`src/rtl/clk_div_pkg.sv`:
```
// Shared constants, state type and ratio clamp for the clock divider controller.
package clk_div_pkg;

    localparam int K_WIDTH          = 8;
    localparam int K_DEFAULT        = 3;
    localparam int K_MIN            = 2;
    localparam int PERIOD_CNT_WIDTH = 16;

    typedef enum logic [1:0] {
        IDLE      = 2'd0,
        RUN       = 2'd1,
        STOP_PEND = 2'd2
    } state_t;

    function automatic logic [K_WIDTH-1:0] clamp_k(input logic [K_WIDTH-1:0] k);
        return (k < K_WIDTH'(K_MIN)) ? K_WIDTH'(K_MIN) : k;
    endfunction

endpackage

```
`src/rtl/div_counter.sv`:
```
// Modulo-k cycle counter with enable and synchronous clear; o_wrap is a
// combinational strobe, high in the cycle whose edge returns the count to 0.
module div_counter
    import clk_div_pkg::*;
(
    input  logic               i_clk,
    input  logic               i_reset,
    input  logic               i_en,
    input  logic               i_clr,
    input  logic [K_WIDTH-1:0] i_k,
    output logic               o_wrap
);

    logic [K_WIDTH-1:0] r_count;
    logic               w_at_top;

    // >= rather than == keeps the counter safe if k ever shrinks under it.
    assign w_at_top = (r_count >= (i_k - K_WIDTH'(1)));
    assign o_wrap   = i_en & ~i_clr & w_at_top;

    always_ff @(posedge i_clk or posedge i_reset) begin
        if (i_reset) begin
            r_count <= '0;
        end else if (i_clr) begin
            r_count <= '0;
        end else if (i_en) begin
            r_count <= w_at_top ? '0 : r_count + K_WIDTH'(1);
        end
    end

endmodule

```
`src/rtl/clk_div_ctrl.sv`:
```
// Start/stop controlled clock divider with a ratio handshake; half-period = k cycles.
// Optional derived-period counter on o_period_cnt when CLK_DIV_CTRL_PERIOD_CNT_EN is defined.
module clk_div_ctrl
    import clk_div_pkg::*;
(
    input  logic               i_clk,
    input  logic               i_reset,
    input  logic               i_start,
    input  logic               i_stop,
    input  logic               i_k_valid,
    input  logic [K_WIDTH-1:0] i_k,
    output logic               o_k_ready,
    output logic               o_roll_over,
    output logic               o_clk_div,
    output logic               o_busy
`ifdef CLK_DIV_CTRL_PERIOD_CNT_EN
    ,
    output logic [PERIOD_CNT_WIDTH-1:0] o_period_cnt
`endif
);

    state_t             r_state;
    state_t             w_next;
    logic [K_WIDTH-1:0] r_k_active;
    logic [K_WIDTH-1:0] r_k_pending;
    logic               r_k_ready;
    logic               r_roll_over;
    logic               r_clk_div;
    logic               r_busy;
    logic               w_wrap;
    logic               w_accept;
    logic               w_rise;
    logic               w_idle;

    assign w_idle   = (r_state == IDLE);
    assign w_accept = i_k_valid & r_k_ready;
    assign w_rise   = w_wrap & ~r_clk_div;

    div_counter u_div_counter (
        .i_clk   (i_clk),
        .i_reset (i_reset),
        .i_en    (~w_idle),
        .i_clr   (w_idle),
        .i_k     (r_k_active),
        .o_wrap  (w_wrap)
    );

    always_comb begin
        w_next = r_state;
        case (r_state)
            IDLE:      if (i_start && !i_stop) w_next = RUN;
            RUN:       if (i_stop)             w_next = STOP_PEND;
            // Leave only on the low->high wrap so the derived clock rests high.
            STOP_PEND: if (w_rise)             w_next = IDLE;
            default:                           w_next = IDLE;
        endcase
    end

    always_ff @(posedge i_clk or posedge i_reset) begin
        if (i_reset) begin
            r_state     <= IDLE;
            r_busy      <= 1'b0;
            r_roll_over <= 1'b0;
            r_clk_div   <= 1'b1;
            r_k_active  <= K_WIDTH'(K_DEFAULT);
            r_k_pending <= K_WIDTH'(K_DEFAULT);
            r_k_ready   <= 1'b1;
        end else begin
            r_state     <= w_next;
            r_busy      <= (w_next != IDLE);
            r_roll_over <= w_wrap;
            if (w_wrap) begin
                r_clk_div <= ~r_clk_div;
            end
            // Ratio only changes at a phase boundary, never mid-phase.
            if (w_idle || w_wrap) begin
                r_k_active <= r_k_pending;
            end
            if (w_accept) begin
                r_k_pending <= clamp_k(i_k);
            end
            if (w_accept && !w_idle) begin
                r_k_ready <= 1'b0;
            end else if (w_wrap || w_idle) begin
                r_k_ready <= 1'b1;
            end
        end
    end

`ifdef CLK_DIV_CTRL_PERIOD_CNT_EN
    logic [PERIOD_CNT_WIDTH-1:0] r_period_cnt;

    always_ff @(posedge i_clk or posedge i_reset) begin
        if (i_reset) begin
            r_period_cnt <= '0;
        end else if (w_rise) begin
            r_period_cnt <= r_period_cnt + PERIOD_CNT_WIDTH'(1);
        end
    end

    assign o_period_cnt = r_period_cnt;
`endif

    assign o_k_ready   = r_k_ready;
    assign o_roll_over = r_roll_over;
    assign o_clk_div   = r_clk_div;
    assign o_busy      = r_busy;

endmodule

```
`config.mk`:
```
export PLATFORM = sky130hd
export DESIGN_NAME = clk_div_ctrl
export DESIGN_NICKNAME = d
export VERILOG_FILES = /design/src/rtl/clk_div_pkg.sv /design/src/rtl/div_counter.sv /design/src/rtl/clk_div_ctrl.sv
export SDC_FILE = /design/constraint.sdc
export NUM_CORES = 1
export LEC_CHECK = 0
export CAP_MARGIN = 15
export CORE_MARGIN = 8
export CORE_UTILIZATION = 56
export DETAILED_ROUTE_END_ITERATION = 8
export GPL_TIMING_DRIVEN = 1
export PLACE_DENSITY = 0.87
export SLEW_MARGIN = 20
export SYNTH_ARGS = -nofsm -noshare
export SYNTH_HDL_FRONTEND = slang
export SYNTH_HIERARCHICAL = 1
export SYNTH_SLANG_ARGS = --single-unit
```
`constraint.sdc`:
```
create_clock -name i_clk -period 3.97 [get_ports i_clk]
set_input_delay 0.397 -clock i_clk [delete_from_list [all_inputs] [get_ports i_clk]]
set_output_delay 0.397 -clock i_clk [all_outputs]
set_load 0.01 [all_outputs]
```
**Word level (Yosys, flattened, before mapping)**

Index checks and enable logic that the tools add are counted.

- Register bits after elaboration: 30
- Logic and storage cells: 36

- $add $sub $neg: 2
- $lt $le $gt $ge: 2
- Equal/unequal tests: 2
- Muxes and demuxes: 9
- Bitwise logic cells: 5
- Reduce and logical (&&, ||, !) cells: 8

Operators by type and width:

| cell | number |
|---|---|
| 8-bit 2-to-1 mux | 3 |
| 8-bit by 1-bit adder with 8-bit output (second input constant) | 1 |
| 8-bit greater-or-equal comparator | 1 |
| 8-bit by 2-bit < comparator with 1-bit output (second input constant) | 1 |
| 8-bit by 1-bit subtractor with 8-bit output (second input constant) | 1 |
| 2-bit 2-to-1 mux | 3 |
| 2-bit case mux with 3 select lines | 1 |
| 2-bit nonzero test | 2 |
| 1-bit AND | 3 |
| 2-bit by 1-bit equality test with 1-bit output (second input constant) | 1 |
| 2-bit equality test (second input constant) | 1 |
| 1-bit logical AND | 2 |
| 1-bit zero test | 2 |
| 2-bit zero test | 1 |
| 1-bit 2-to-1 mux | 2 |
| 1-bit inverter | 2 |
| 1-bit logical OR | 1 |

**Depth between registers and ports, before layout**

Gate-level depths: netlist (run 1).

- Word-level depth: 7
- Mapped depth: 13

**Cells and area by module**

The synthesis (run 1) kept the hierarchy.

By module, submodules not included:

| module | times used | cells each | area an instance (um^2) | seq. area each (um^2) |
|---|---|---|---|---|
| clk_div_ctrl | 1 | 59 | 867.1 | 558.0 |
| div_counter | 1 | 91 | 807.0 | 200.2 |

**Worst setup path before layout (run 1)**

No wires, ideal clock.

- Kind: reg2reg
- From: register r_k_active[0]
- To: register r_k_active[2]
- Arrival time: 2835 ps
- Required time: 3845 ps
- Setup slack: 1010 ps
- Cell stages (with the launch flop): 14
- Buffers on the path: 1
- Period minus slack after synthesis: 2960 ps
- Cell sequence: dfstp_2 inv_1 ha_1 nand2_1 nor3_1 xnor2_1 ha_1 and4_2 o21ai_2 o21a_1 nor3_1 nand2b_1 buf_4 mux2_2

- Cells in the longest elaborated chain, start to end: 4

Ends and longest elaborated chain:

| item | RTL line | RTL |
|---|---|---|
| start, declared | clk_div_ctrl.sv:24 | `logic [K_WIDTH-1:0] r_k_active;` |
| start signal, assigned | clk_div_ctrl.sv:65 | `r_k_active <= K_WIDTH'(K_DEFAULT);` |
| start signal, assigned | clk_div_ctrl.sv:77 | `r_k_active <= r_k_pending;` |
| 8-bit by 1-bit subtractor with 8-bit output | div_counter.sv:18 | `assign w_at_top = (r_count >= (i_k - K_WIDTH'(1)));` |
| 8-bit greater-or-equal comparator | div_counter.sv:18 |  |
| 1-bit AND | div_counter.sv:19 | `assign o_wrap = i_en & ~i_clr & w_at_top;` |
| net w_wrap | clk_div_ctrl.sv:30 | `logic w_wrap;` |
| 1-bit logical OR | clk_div_ctrl.sv:76 | `if (w_idle \|\| w_wrap) begin` |

The timed path passes the listed nets, and every way through them passes these cells.
A chain may end at the register's enable or synchronous reset.

**Worst setup path after layout (run 1)**

Same ends and word-level chain as after synthesis.

==> flow_summary.json, run 1 <==
{
  "cts.sink_count": 30,
  "initial_core_util": 0.567,
  "r2r-start": "r_k_active[0]",
  "syn_inst": 150,
  "clkPwrFrac": 0.151,
  "dieArea_sq_um": 4990,
  "grt_first_pass_wirelength_um": 5820,
  "slew_headroom": 0.467,
  "synth_top_area_frac": 0.359,
  "ir_drop_mv": 0.472,
  "wl_per_cell_um": 16.1,
  "dp_slack_ns": 0.598,
  "worst_setup_path_end_kind": "register",
  "p_switching_w": 0.000496,
  "num_antenna_cells": 0,
  "outcome": "complete, no violations",
  "coreArea_sq_um": 2950,
  "finalHoldViolCount": 0,
  "cts_resized": 0,
  "cts-root-buf": "clkbuf_4",
  "design_area_sq_um": 1920,
  "cts_tree": "yes",
  "worstPathRequired_ns": 4.19,
  "io_pins": 17,
  "ys_top_cells_by_area": "dfrtp_1, dfstp_2, mux2_2",
  "antenna_found_initial": 0,
  "drt_wl_total_um": 3300,
  "fin_crit_ns": 3.38,
  "fmax_ghz": 0.296,
  "postSynth.asyncResetShare": 1.00,
  "grt_pass1_vias": 1286,
  "port_buffers": 16,
  "h-tree-depth": 2,
  "grt_max_degree": 23,
  "synth_cell_types": 37,
  "r2r_cells": 12,
  "first_iter_violations": 160,
  "row_count": 20,
  "mappedNetlistNets": 173,
  "finalWeightedCongestion": 0.866,
  "grt.total_usage": 0.146,
  "yosysWarnings": 6,
  "ys_ff_latch": 30,
  "seqCellArea_sq_um": 758,
  "cts_setup_buffers": 0,
  "drc": 0,
  "die_h_um": 70.7,
  "fin_util": 0.651,
  "vias": 1223,
  "critPathKind": "reg -> reg",
  "cp-start-kind": "register",
  "cts_buffer_depth": 2,
  "arrival_ns": 3.61,
  "dp_hpwl_um": 2590,
  "sw_frac_of_total": 0.398,
  "first_pass_iters": 4,
  "overflow": 0,
  "fin_ws_ns": 0.589,
  "multi_input_area_sq_um": 873,
  "drv_cap": 0,
  "min_period_over_period": 0.852,
  "holdCritPathClass": "in -> async",
  "numCtsBuffers": 5,
  "p_total_w": 0.00125,
  "intPower_w": 0.000751,
  "n_fill_cell": 235,
  "syn_area_sq_um": 1670,
  "drive_gt1_frac": 0.209,
  "clkSlewWorstSetupHoldPaths_ns": 0.11,
  "r2r_end": "r_k_active[2]",
  "yosysTopAreaCell": "dfrtp_1",
  "power.density_nw_per_um2": 649,
  "clock_latency_ns": 0.34,
  "fin_skew_ns": 0.00865,
  "pwr-share-seq": 0.410,
  "die_w_um": 70.7,
  "rsz0062_at_grt": "no",
  "ff2ff_setup_slack_ns": 0.59,
  "tightest_slew_ns": 0.798,
  "setup_viol": 0,
  "cts_hold_buf": 0,
  "synth_top_flop_cell": "dfrtp_1",
  "finalSetupTns_ns": 0,
  "route.antenna.remaining_nets": 0,
  "vias_per_cell": 5.97,
  "path_max_fanout": 10,
  "ys_seq_area_frac": 0.453,
  "finalNetCount": 194,
  "synth_edf_count": 0,
  "p_leak_nw": 0.801,
  "post_dp_cell_area_sq_um": 1860,
  "combPwrFrac": 0.439,
  "slew_violations": 0,
  "syn_area_per_cell_sq_um": 11.2,
  "syn_to_final_growth_pct": 14.8
}
[cell families after synthesis]
kind of cell | count (synthesis) | share of synthesized area
muxes | 14 | 0.0942
DFF | 30 | 0.453
AOI/OAI and AO/OA | 31 | 0.163
xor gates and xnor gates | 7 | 0.0366
adders and majority gates | 10 | 0.0747
buffers and inverters | 10 | 0.0254
and+or+nand+nor | 48 | 0.153
[layer usage]
layer / track usage / routed length [um] / vias to the layer above
met5: 0 / 0 / -
met4: 0.0762 / 26 / 0
met3: 0.0466 / 137 / 2
met2: 0.233 / 1690 / 35
met1: 0.172 / 1450 / 586
li1: - / - / 600
[state kept, by name, indices dropped and copies added (netlist names)]
register and flops:
o_busy 1, o_clk_div 1, o_roll_over 1, r_k_active 8, o_k_ready 1, u_div_counter/r_count 8
r_state 2, r_k_pending 8
[layout by cell type (no fill, tap or decap), drive strengths merged, types with 5 or more instances in the layout]
master,netlist,final
inv,8,8
mux2,14,14
nor2,6,6
dfrtp,24,24
dfstp,6,6
o21ai,5,5
nor3,5,5
xnor2,5,5
clkbuf,0,5
clkdlybuf4s50,0,16
ha,10,10
o2111ai,7,7
nand2,18,18
[critical path, cell delays in order, from the launching register on]
cell	delay, ns
dfstp_2	0.55
inv_1	0.07
ha_1	0.23
nand2_1	0.10
nor3_1	0.06
xnor2_1	0.13
ha_1	0.35
and4_2	0.24
o21ai_2	0.14
o21a_1	0.21
nor3_1	0.40
nand2b_1	0.40
mux2_2	0.38
[worst max-delay path by stage]
stage | start | slack [ns] | cells after the start | end
floorplan | r_k_active[0] | 1.01 | 13 | r_k_active[2]
global placement | r_k_active[0] | 0.75 | 12 | r_k_active[2]
detailed placement | r_k_active[0] | 0.60 | 12 | r_k_active[6]
CTS | r_k_active[0] | 0.58 | 12 | r_k_active[6]
global route | r_k_active[0] | 0.33 | 12 | r_k_active[3]
finish | r_k_active[0] | 0.59 | 12 | r_k_active[2]
[per-stage QoR]
step	hold WS, ns	instances
floorplan	0.213	150
global placement	0.459	197
global route	0.347	205
finish	0.328	205
detailed placement	0.459	197
CTS	0.325	205
[synth_stat cells, types with 3 or more instances]
cell type,number
nor4_1,3
dfstp_2,6
nand2b_1,4
o2111ai_1,7
nand3_1,4
mux2_2,14
nand3b_1,3
inv_1,8
o211ai_1,4
a21oi_1,3
dfrtp_1,24
nand2_1,18
nor3_1,5
ha_1,10
xnor2_1,5
nor2_1,6
[cell type report]
class / count / area share
Clock buffer: 5 / 0.0195
Timing Repair Buffer: 16 / 0.0833
Multi-Input combinational cell: 110 / 0.454
Clock inverter: 3 / 0.0111
Tap cell: 33 / 0.0215
Sequential cell: 30 / 0.395
Inverter: 8 / 0.0156
[power by group through the flow]
stage                     combinational, W  clock (W)  sequential [W]
final                             0.000548   0.000188        0.000511
after global routing              0.000600   0.000206        0.000528
after CTS                         0.000548   0.000192        0.000511
after detailed placement          0.000547          0        0.000517
after global placement            0.000516          0        0.000512
after floorplan                   0.000427          0        0.000500
No activity file was read; power rests on OpenSTA's default activity.
==> run 2: changes to the inputs <==
--- a/config.mk
+++ b/config.mk
@@ -6,11 +6,15 @@
 export NUM_CORES = 1
 export LEC_CHECK = 0
 export CAP_MARGIN = 15
+export CELL_PAD_IN_SITES_DETAIL_PLACEMENT = 1
+export CELL_PAD_IN_SITES_GLOBAL_PLACEMENT = 1
+export CORE_ASPECT_RATIO = 0.9
 export CORE_MARGIN = 8
-export CORE_UTILIZATION = 56
+export CORE_UTILIZATION = 45
 export DETAILED_ROUTE_END_ITERATION = 8
 export GPL_TIMING_DRIVEN = 1
 export PLACE_DENSITY = 0.87
+export REMOVE_ABC_BUFFERS = 1
 export SLEW_MARGIN = 20
 export SYNTH_ARGS = -nofsm -noshare
 export SYNTH_HDL_FRONTEND = slang
==> run 2 against run 1 <==
Against the previous run: critical endpoint is now r_k_active[6]; via count rose by 1.6%; setup slack got worse by 0.12 ns; clock-buffer cell count rose by 1; cell area rose by 2.7%.
==> flow_summary.json, run 2 (synthesis results as in run 1) <==
{
  "grt.total_usage": 0.150,
  "h-tree-depth": 2,
  "fin_skew_ns": 0.00841,
  "vias_per_cell": 5.70,
  "row_count": 21,
  "critical_path.top_delay_family": "simple AND/OR/NAND/NOR gates",
  "route.antenna.remaining_nets": 0,
  "grt_pass1_vias": 1399,
  "post_dp_cell_area_sq_um": 1880,
  "p_leak_nw": 0.817,
  "power.density_nw_per_um2": 681,
  "initial_core_util": 0.458,
  "coreArea_sq_um": 3650,
  "p_total_w": 0.00134,
  "path_max_fanout": 10,
  "outcome": "complete, no violations",
  "cts_hold_buf": 0,
  "critPathKind": "reg -> reg",
  "drv_cap": 0,
  "cp_num_buf_inv": 0,
  "first_iter_violations": 103,
  "design_area_sq_um": 1970,
  "overflow": 0,
  "ir_drop_mv": 0.346,
  "slew_headroom": 0.476,
  "cts_buffer_depth": 2,
  "num_antenna_cells": 0,
  "holdWs_ns": 0.397,
  "finalSetupTns_ns": 0,
  "finalWeightedCongestion": 0.865,
  "cts-root-buf": "clkbuf_8",
  "min_period_over_period": 0.883,
  "dp_hpwl_um": 3030,
  "fin_ws_ns": 0.466,
  "worstPathRequired_ns": 4.13,
  "arrival_ns": 3.67,
  "tightest_slew_ns": 0.784,
  "numCtsBuffers": 5,
  "clkSlewWorstSetupHoldPaths_ns": 0.07,
  "reg_top3": "r_k_active: 8 flops, r_k_pending: 8 flops, u_div_counter/r_count: 8 flops",
  "max_stage_delay_ns": 0.45,
  "port_buffers": 16,
  "setup_viol": 0,
  "syn_to_final_growth_pct": 17.9,
  "antenna_found_initial": 0,
  "final_common_cell": "dfrtp_1",
  "wl_per_cell_um": 18.0,
  "die_w_um": 80.3,
  "critical_path.cell_chain": "nor2_1 -> nand3_1 -> nor4_1 -> xnor2_1 -> ha_1 -> and4_2 -> o21ai_2 -> o21a_1 -> nor3_1 -> nand2b_1 -> mux2_2",
  "clock_latency_ns": 0.28,
  "drt_wl_total_um": 3920,
  "die_h_um": 73.9,
  "grt_max_degree": 23,
  "worst_setup_path_end_kind": "register",
  "cts_setup_buffers": 0,
  "finalHoldViolCount": 0,
  "rsz0062_at_grt": "no",
  "holdCritPathClass": "in -> async",
  "slew_violations": 0,
  "first_pass_iters": 4,
  "fin_crit_ns": 3.50,
  "cts_resized": 0,
  "dp_slack_ns": 0.542,
  "vias": 1242,
  "cts_tree": "yes",
  "drive_gt1_frac": 0.209,
  "io_pins": 17,
  "dieArea_sq_um": 5930,
  "cts.sink_count": 30,
  "drc": 0,
  "critPathSlowestCell": "nand2b_1",
  "layout_common_cells": "dfrtp_1, nand2_1, clkdlybuf4s50_1",
  "grt_first_pass_wirelength_um": 6760,
  "fmax_ghz": 0.285,
  "finalNetCount": 194,
  "cp-start-kind": "register"
}
run 2: changes by cell type in the layout (fill, tap and decap cells not counted):
cell and change:
clkbuf_4 -5, clkbuf_8 +6, clkinv_4 -1
run 2: final timing paths:
kind	startpoint	endpoint	slack, ns	cells past startpoint
setup / recovery	r_k_active[3]	r_k_active[6]	0.47	11
max in group asynchronous	i_reset	r_state[0]	2.87	2
min in group i_clk	r_k_pending[0]	r_k_pending[0]	0.48	2
hold reg to reg	r_k_pending[0]	r_k_pending[0]	0.48	2
hold / removal	i_reset	u_div_counter/r_count[7]	0.40	2
setup reg to reg	r_k_active[3]	r_k_active[6]	0.47	11
run 2: layout make-up:
type | count | area, sq um
fill | 387 | 1680
multi-input combinational | 110 | 873
sequential | 30 | 758
timing repair buffer | 16 | 160
clock buffer | 6 | 82.6
tap | 46 | 57.6
inverter | 8 | 30.0
clock inverter | 2 | 12.5
run 2: per-stage QoR:
step                      utilization  std cells
final                           0.541        218
after global routing            0.541        218
after CTS                       0.541        218
after detailed placement        0.515        210
after global placement          0.515        210
after floorplan                     -        148
run 2: power by group:
part	switching [W]	internal [W]
Clock	0.000121	0.000139
Combinational	0.000309	0.000254
Sequential	0.0000917	0.000430
run 2: worst register-to-register path: stages, from the launching register on:
cell and delay (ns):
dfrtp_1 0.42, nor2_1 0.15, nand3_1 0.12, nor4_1 0.29, xnor2_1 0.14, ha_1 0.39
and4_2 0.26, o21ai_2 0.14, o21a_1 0.22, nor3_1 0.41, nand2b_1 0.45, mux2_2 0.39
run 2: layer usage:
layer | vias to the layer above | track usage | share of wire
met1 | 613 | 0.171 | 0.44
met5 | - | 0 | 0
met3 | 5 | 0.0465 | 0.035
met4 | 0 | 0.0524 | 0.0087
li1 | 598 | - | -
met2 | 26 | 0.258 | 0.51
==> run 3: changes to the inputs <==
==> constraint.sdc (replaced) <==
create_clock -name i_clk -period 3.97 [get_ports i_clk]
set_input_delay 0.397 -clock i_clk [delete_from_list [all_inputs] [get_ports i_clk]]
set_output_delay 0.397 -clock i_clk [all_outputs]
set_load 0.05 [all_outputs]
==> results of run 3 <==
The final DEF is identical to that of run 2. Status: complete, no violations.
Among the figures that moved: total power 0.00134 W -> 0.00139 W; worst IR drop on VDD 0.346 mV -> 0.390 mV
